--- src/rtl/game_ctrl.sv ---
// Game sequencer for the flappy-bird datapath: tracks game state, drives restart and
// jump pulses, and keeps the current and best score by watching tubes cross the bird.
module game_ctrl #(
   parameter int BIRD_X       = 200,
   parameter int TUBE_WIDTH   = 120,
   parameter int SCREEN_W     = 1024,
   parameter int DEATH_FRAMES = 90,
   parameter int SCORE_MAX    = 999
) (
   input  logic        clk_i,
   input  logic        rst_i,
   input  logic        mouse_left_i,
   input  logic        vblnk_i,
   input  logic        collision_i,
   input  logic [10:0] tube_x0_i,
   input  logic [10:0] tube_x1_i,
   input  logic [10:0] tube_x2_i,
   output logic        game_rst_o,
   output logic        mouse_left_game_o,
   output logic        freeze_o,
   output logic [1:0]  state_o,
   output logic [9:0]  score_o,
   output logic [9:0]  best_o
);

   // state    | meaning
   // S_IDLE   | waiting for a click to start, score held at 0
   // S_PLAYING| clicks become jumps, tube passes are scored each frame
   // S_DYING  | physics frozen, counting DEATH_FRAMES frame ticks
   // S_OVER   | frozen, waiting for a fresh click to return to idle
   typedef enum logic [1:0] {
      S_IDLE    = 2'd0,
      S_PLAYING = 2'd1,
      S_DYING   = 2'd2,
      S_OVER    = 2'd3
   } state_t;

   localparam int CNT_W = $clog2(DEATH_FRAMES);

   state_t              state_q, state_d;
   logic                game_rst_q, game_rst_d;
   logic                jump_q, jump_d;
   logic                freeze_q, freeze_d;
   logic [9:0]          score_q, score_d;
   logic [9:0]          best_q, best_d;
   logic                mouse_d_q, vblnk_d_q;
   logic [CNT_W-1:0]    cnt_q, cnt_d;
   logic                prev_valid_q, prev_valid_d;
   logic [2:0][10:0]    prev_x_q, prev_x_d;
   logic [2:0][11:0]    prev_edge_q, prev_edge_d;

   logic                click, tick;
   logic [2:0][10:0]    tube_x;
   logic [2:0][11:0]    edge_x;
   logic [2:0]          pass;
   logic [1:0]          n_pass;
   logic [10:0]         score_sum;
   logic [9:0]          score_sat;

   assign click  = mouse_left_i & ~mouse_d_q;
   assign tick   = vblnk_i & ~vblnk_d_q;
   assign tube_x = {tube_x2_i, tube_x1_i, tube_x0_i};

   // A pass needs both samples on-screen, so a tube wrapping back to the right never counts.
   always_comb begin
      for (int i = 0; i < 3; i++) begin
         edge_x[i] = {1'b0, tube_x[i]} + 12'(TUBE_WIDTH);
         pass[i]   = prev_valid_q
                     && (tube_x[i] < 11'(SCREEN_W))
                     && (prev_x_q[i] < 11'(SCREEN_W))
                     && (prev_edge_q[i] >= 12'(BIRD_X))
                     && (edge_x[i] < 12'(BIRD_X));
      end
      n_pass    = {1'b0, pass[0]} + {1'b0, pass[1]} + {1'b0, pass[2]};
      score_sum = {1'b0, score_q} + {9'b0, n_pass};
      score_sat = (score_sum > 11'(SCORE_MAX)) ? 10'(SCORE_MAX) : score_sum[9:0];
   end

   always_comb begin
      state_d      = state_q;
      game_rst_d   = 1'b0;
      jump_d       = 1'b0;
      score_d      = score_q;
      best_d       = best_q;
      cnt_d        = cnt_q;
      prev_valid_d = prev_valid_q;
      prev_x_d     = prev_x_q;
      prev_edge_d  = prev_edge_q;
      case (state_q)
         S_IDLE: begin
            score_d      = '0;
            prev_valid_d = 1'b0;
            if (click) begin
               state_d    = S_PLAYING;
               game_rst_d = 1'b1;
            end
         end
         S_PLAYING: begin
            jump_d = click;
            if (collision_i) begin
               state_d = S_DYING;
               cnt_d   = '0;
            end else if (tick) begin
               score_d = score_sat;
            end
            if (tick) begin
               prev_valid_d = 1'b1;
               prev_x_d     = tube_x;
               prev_edge_d  = edge_x;
            end
         end
         S_DYING: begin
            if (tick) begin
               if (cnt_q == CNT_W'(DEATH_FRAMES - 1)) begin
                  state_d = S_OVER;
                  if (score_q > best_q) best_d = score_q;
               end else begin
                  cnt_d = cnt_q + 1'b1;
               end
            end
         end
         S_OVER: begin
            if (click) begin
               state_d = S_IDLE;
               score_d = '0;
            end
         end
         default: state_d = S_IDLE;
      endcase
      freeze_d = (state_d == S_DYING) || (state_d == S_OVER);
   end

   always_ff @(posedge clk_i) begin
      if (rst_i) begin
         state_q      <= S_IDLE;
         game_rst_q   <= 1'b0;
         jump_q       <= 1'b0;
         freeze_q     <= 1'b0;
         score_q      <= '0;
         best_q       <= '0;
         mouse_d_q    <= 1'b0;
         vblnk_d_q    <= 1'b0;
         cnt_q        <= '0;
         prev_valid_q <= 1'b0;
         prev_x_q     <= '0;
         prev_edge_q  <= '0;
      end else begin
         state_q      <= state_d;
         game_rst_q   <= game_rst_d;
         jump_q       <= jump_d;
         freeze_q     <= freeze_d;
         score_q      <= score_d;
         best_q       <= best_d;
         mouse_d_q    <= mouse_left_i;
         vblnk_d_q    <= vblnk_i;
         cnt_q        <= cnt_d;
         prev_valid_q <= prev_valid_d;
         prev_x_q     <= prev_x_d;
         prev_edge_q  <= prev_edge_d;
      end
   end

   assign game_rst_o        = game_rst_q;
   assign mouse_left_game_o = jump_q;
   assign freeze_o          = freeze_q;
   assign state_o           = state_q;
   assign score_o           = score_q;
   assign best_o            = best_q;

endmodule
--- config.mk ---
export PLATFORM = sky130hd
export DESIGN_NAME = game_ctrl
export DESIGN_NICKNAME = d
export VERILOG_FILES = /design/src/rtl/game_ctrl.sv
export SDC_FILE = /design/constraint.sdc
export NUM_CORES = 1
export LEC_CHECK = 0
export ABC_CLOCK_PERIOD_IN_PS = 5000
export CAP_MARGIN = 20
export CORE_MARGIN = 2
export CORE_UTILIZATION = 50
export DETAILED_ROUTE_END_ITERATION = 8
export PLACE_DENSITY = 0.8
export REMOVE_ABC_BUFFERS = 1
export SLEW_MARGIN = 20
export SYNTH_ARGS = -nofsm -noshare
export SYNTH_HDL_FRONTEND = slang
export SYNTH_SLANG_ARGS = --single-unit
--- constraint.sdc ---
create_clock -name clk_i -period 5 [get_ports clk_i]
set_input_delay 1 -clock clk_i [delete_from_list [all_inputs] [get_ports clk_i]]
set_output_delay 1 -clock clk_i [all_outputs]
set_load 0.03 [all_outputs]
# Word-level counts from Yosys, hierarchy flattened
# Cells that the tools add are included.
[classes]
addsub = 7
n_lt_le_gt_ge = 14
eq_ne = 12
n_mux = 18
bitwise_logic = 6
reduce_logical = 24
[ops]
columns = ["op", "n"]
rows = [
  ["11-bit < comparator (second input constant)", 6],
  ["10-bit 2-to-1 mux", 4],
  ["11-bit by 7-bit adder with 12-bit output (second input constant)", 3],
  ["12-bit by 8-bit greater-or-equal comparator with 1-bit output (second input constant)", 3],
  ["12-bit by 8-bit < comparator with 1-bit output (second input constant)", 3],
  ["10-bit one-hot mux with 3 select lines", 1],
  ["7-bit 2-to-1 mux", 3],
  ["7-bit one-hot mux with 2 select lines", 1],
  ["1-bit logical AND", 12],
  ["2-bit != test (second input constant)", 6],
  ["4-bit AND reduction", 3],
  ["10-bit by 2-bit adder with 11-bit output", 1],
  ["11-bit by 10-bit greater-than comparator with 1-bit output (second input constant)", 1],
  ["10-bit greater-than comparator", 1],
  ["2-bit 2-to-1 mux", 5],
  ["2-bit == test (second input constant)", 4],
  ["2-bit one-hot mux with 4 select lines", 1],
  ["7-bit by 1-bit adder with 7-bit output (second input constant)", 1],
  ["7-bit == test (second input constant)", 1],
  ["1-bit inverter", 4],
  ["2-bit AND reduction", 2],
  ["2-bit nonzero test", 2],
  ["2-bit OR reduction", 2],
  ["3-bit nonzero test", 1],
  ["8 further kinds", 10],
]
[totals]
ff_bits = 104
inputBits = 38
word_cells = 97

# Longest topological paths before layout
[logic_depth]
depth_word = 13
depth_mapped = 15
ltp_nobuf = 15

# Worst setup path after synthesis
# Ideal clock, no wire load.
[synth_path]
path_kind = "input -> register"
start = "input port tube_x0_i[4]"
end = "register score_q[4] (netlist: score_o[4])"
t_arrival_ns = 4.528
required_ns = 4.883
setup_slack_ns = 0.355
path_stages = 13
path_cell_list = "or4_1 > nand2_1 > mux2i_1 > o2111ai_1 > a41oi_1 > fa_1 > ha_1 > fa_1 > and4_1 > nor3_1 > a21oi_2 > a2111o_1 > a32o_1"
[synth_between]
elab_chain_len = 13
elab_cells_between_ends = 15
[synth_rtl]
columns = ["item", "line", "source"]
rows = [
  ["start, declared", "15", "input logic [10:0] tube_x0_i,"],
  ["branches (longest 4 deep; another with 11-bit by 7-bit adder with 12-bit output)", "-", ""],
  ["1-bit logical AND (*)", "72", "&& (edge_x[i] < 12'(BIRD_X));"],
  ["1-bit by 1-bit adder with 2-bit output (*)", "74", "n_pass = {1'b0, pass[0]} + {1'b0, pass[1]} + {1'b0, pass[2]};"],
  ["2-bit by 1-bit adder with 2-bit output (*)", "74", ""],
  ["10-bit by 2-bit adder with 11-bit output (*)", "75", "score_sum = {1'b0, score_q} + {9'b0, n_pass};"],
  ["11-bit by 10-bit greater-than comparator with 1-bit output", "76", "score_sat = (score_sum > 11'(SCORE_MAX)) ? 10'(SCORE_MAX) : score_sum[9:0];"],
  ["10-bit 2-to-1 mux (*)", "76", ""],
  ["10-bit 2-to-1 mux (*)", "103", "end else if (tick) begin"],
  ["10-bit 2-to-1 mux (*)", "100", "if (collision_i) begin"],
  ["10-bit one-hot mux with 3 select lines (*)", "89", "case (state_q)"],
  ["end signal, assigned", "152", "score_q <= score_d;"],
  ["end, declared", "44", "logic [9:0] score_q, score_d;"],
]
# Mark *: on every way between the ends. The select of a mux whose other input is x is not followed.
# A chain may end at the register's enable or synchronous reset.

# Final worst setup path
# Same ends and word-level chain as after synthesis.

==> flow_summary.yaml <==
logic_synthesis:
  avgSynthCellArea_um2: 8.367
  yosys-mux-area-fraction_pct: 3.289
  yosysSeqAreaShare_pct: 35.27
  synth.distinct_cells: 65
  synthSimpleGateAreaFrac_pct: 24.86
  syn_inst: 441
  synth_seq_cells: 65
  synth-adder-area-share_pct: 6.850
  synthArstFlopShare_pct: 0
  synth-edff-count: 0
  synth_top_family_by_area: "simple AND/OR/NAND/NOR gates"
  synthFlopType: "dfxtp_1"
  synth_compound_area_share_pct: 19.53
  yosysWarnings: 0
  netlist_area_um2: 3690
  synthXorXnorAreaFrac_pct: 4.985
clock_tree:
  cts_max_level: 3
  cts_hold_buf: 0
  clockBufferDepth: 2
  clock_sinks: 65
  clkTransAtPathRegs_ns: 0.07
  tritoncts: "built"
  clock_latency_ns: 0.34
  cts_made_buffers: 9
  cts_root_buffer: "clkbuf_8"
  postCtsSetupRepairBufs: 0
setup_path:
  end_kind: "register"
  crit_path_start_kind: "input port"
  crit_arrival_ns: 5.09
  path_max_fanout: 3
  cp.required_ns: 5.24
  criticalPathCategory: "input port to register"
floorplan:
  dieHeight_um: 89.91
  die_w_um: 89.91
  ios: 63
  num_rows: 31
  fp.coreArea_um2: 7214
  start_util_pct: 51.14
  dieArea_um2: 8083
grt:
  grt_pass1_vias: 3338
  grt_overflow: 0
  antenna_found_initial: 0
  grt_util_all_layers_pct: 21.15
  grt_pass1_wl_mm: 14.34
  grt_max_degree: 67
routing:
  drtIter0Drc: 111
  antenna_left: 0
  first_pass_iters: 5
  drc: 0
  via_per_inst: 5.617
  wl_mm: 8.533
  wl_per_cell_um: 14.01
  wl_met1_mm: 3.700
  wl_met2_mm: 4.312
  top_layer_used: "met4"
  wl_met3_um: 355
  vias: 3421
power_and_ir_drop:
  cellPowerDensity_nw_per_um2: 249.9
  max-vdd-ir-drop_mv: 0.1612
  leakage_nw: 1.655
  total_power_mw: 1.166
sta:
  fin_crit_ns: 4.851
  hold_viol_final: 0
  setup_viol: 0
  maxSlewHeadroom_pct: 27.57
  fin_skew_ns: 0.007895
  finalCritPeriodShare_pct: 97.02
  setup-tns-final_ns: 0
  slew_viol_final: 0
  tightestPinTransition_ns: 1.086
  max_freq_ghz: 0.2061
finish:
  final_common_cell: "dfxtp_1"
  layout.nets: 562
  final_cell_mix: "dfxtp_1, clkdlybuf4s50_1, nor2_1, nand2_1, a21oi_1"
  drive_above_1_share_pct: 11.18
  area_delta_synth_final_pct: 26.48
  n_antenna_cell: 0
flow_run:
  maxCapViolations: 0
worst_hold_path:
  hp-class: "register to register"
placed_design:
  place.gp.congestion: 0.8385
  numPortBuffers: 53
  hpwl_mm: 5.964
status:
  outcome: "complete, no violations"
Yosys cell counts, types with 3 or more instances:
master	n	area, um2
inv_1	20	75.07
buf_2	7	35.03
clkbuf_1	15	56.30
dfxtp_1	65	1301
nor4_1	5	31.28
a211oi_1	21	157.7
nand2_1	36	135.1
a311oi_1	4	35.03
nand3_1	8	40.04
nand4_1	11	68.82
ha_1	17	212.7
xnor2_1	15	131.4
o21ai_0	10	50.05
mux2i_1	11	110.1
nor2b_1	8	50.05
nor2_1	41	153.9
or3_1	3	18.77
o311ai_0	3	26.28
a21oi_1	33	165.2
nor3_1	10	50.05
a31oi_1	7	43.79
nand2b_1	28	175.2
xor2_1	6	52.55
or4_1	4	30.03
worst max-delay path: stages:
cell	delay, ns
clkdlybuf4s50_1	0.43
or4_1	0.55
nand2_1	0.12
mux2i_1	0.21
o2111ai_2	0.13
a41oi_2	0.22
buf_4	0.15
fa_1	0.41
ha_1	0.24
fa_1	0.39
and4_1	0.25
nor3_2	0.16
a21oi_2	0.08
a2111o_1	0.47
a32o_1	0.27
layout make-up:
cell class,count,area (um2)
clock buffer,9,123.9
multi-input combinational,331,2235
inverter,20,75.07
timing repair buffer,78,713.2
sequential,65,1301
fill,625,2547
tap,99,123.9
clock inverter,7,95.09
routing by layer:
layer  global-route usage [%]  vias to the layer above
li1                         -                     1719
met1                    24.39                     1614
met2                    37.63                       75
met3                    5.365                       13
met4                    8.205                        0
met5                        0                        -
through the flow:
step | cells | hold WS [ns] | instance area, um2 | worst slack, ns | utilization, %
floorplan | 416 | 0.4228 | 3572 | -0.9756 | -
CTS | 609 | 0.4554 | 4643 | 0.05537 | 64.36
global route | 609 | 0.4837 | 4667 | -0.04713 | 64.69
detailed placement | 593 | 0.4449 | 4424 | -0.2961 | 61.32
global placement | 593 | 0.4389 | 4424 | -0.1948 | 61.32
finish | 609 | 0.4556 | 4667 | 0.1490 | 64.69
sequential cells by signal, summed over array words and instances (netlist names):
register	count
game_rst_o	1
best_o	10
mouse_left_game_o	1
prev_edge_q	27
prev_x_q	3
mouse_d_q	1
cnt_q	7
prev_valid_q	1
score_o	10
freeze_o	1
state_o	2
vblnk_d_q	1
timing repair:
item                                   in CTS  in global routing
endpoints found under the hold margin       0                  0
gates resized for setup                     0                  4
setup endpoints to repair                   0                  5
power breakdown:
group | switching (mW) | total (mW) | internal, mW
clock network | 0.207 | 0.487 | 0.280
logic | 0.0716 | 0.138 | 0.0667
registers | 0.00925 | 0.541 | 0.532
worst paths after layout:
check,start,endpoint,slack (ns),depth (start not counted)
max,tube_x0_i[4],score_o[4]$_SDFFE_PP0P_,0.15,15
min,prev_edge_q[35]$_SDFFE_PP0P_,prev_edge_q[35]$_SDFFE_PP0P_,0.46,2
max reg2reg,prev_valid_q$_SDFFE_PP0P_,score_o[4]$_SDFFE_PP0P_,1.35,12
min reg2reg,prev_edge_q[35]$_SDFFE_PP0P_,prev_edge_q[35]$_SDFFE_PP0P_,0.46,2
logic make-up after synthesis:
logic type,Yosys count
fa+ha+maj,19
mux,12
buf+inv,45
flops,65
compound gates,106
xor+xnor,21
simple gates,173
No activity file was read; power rests on OpenSTA's default activity.
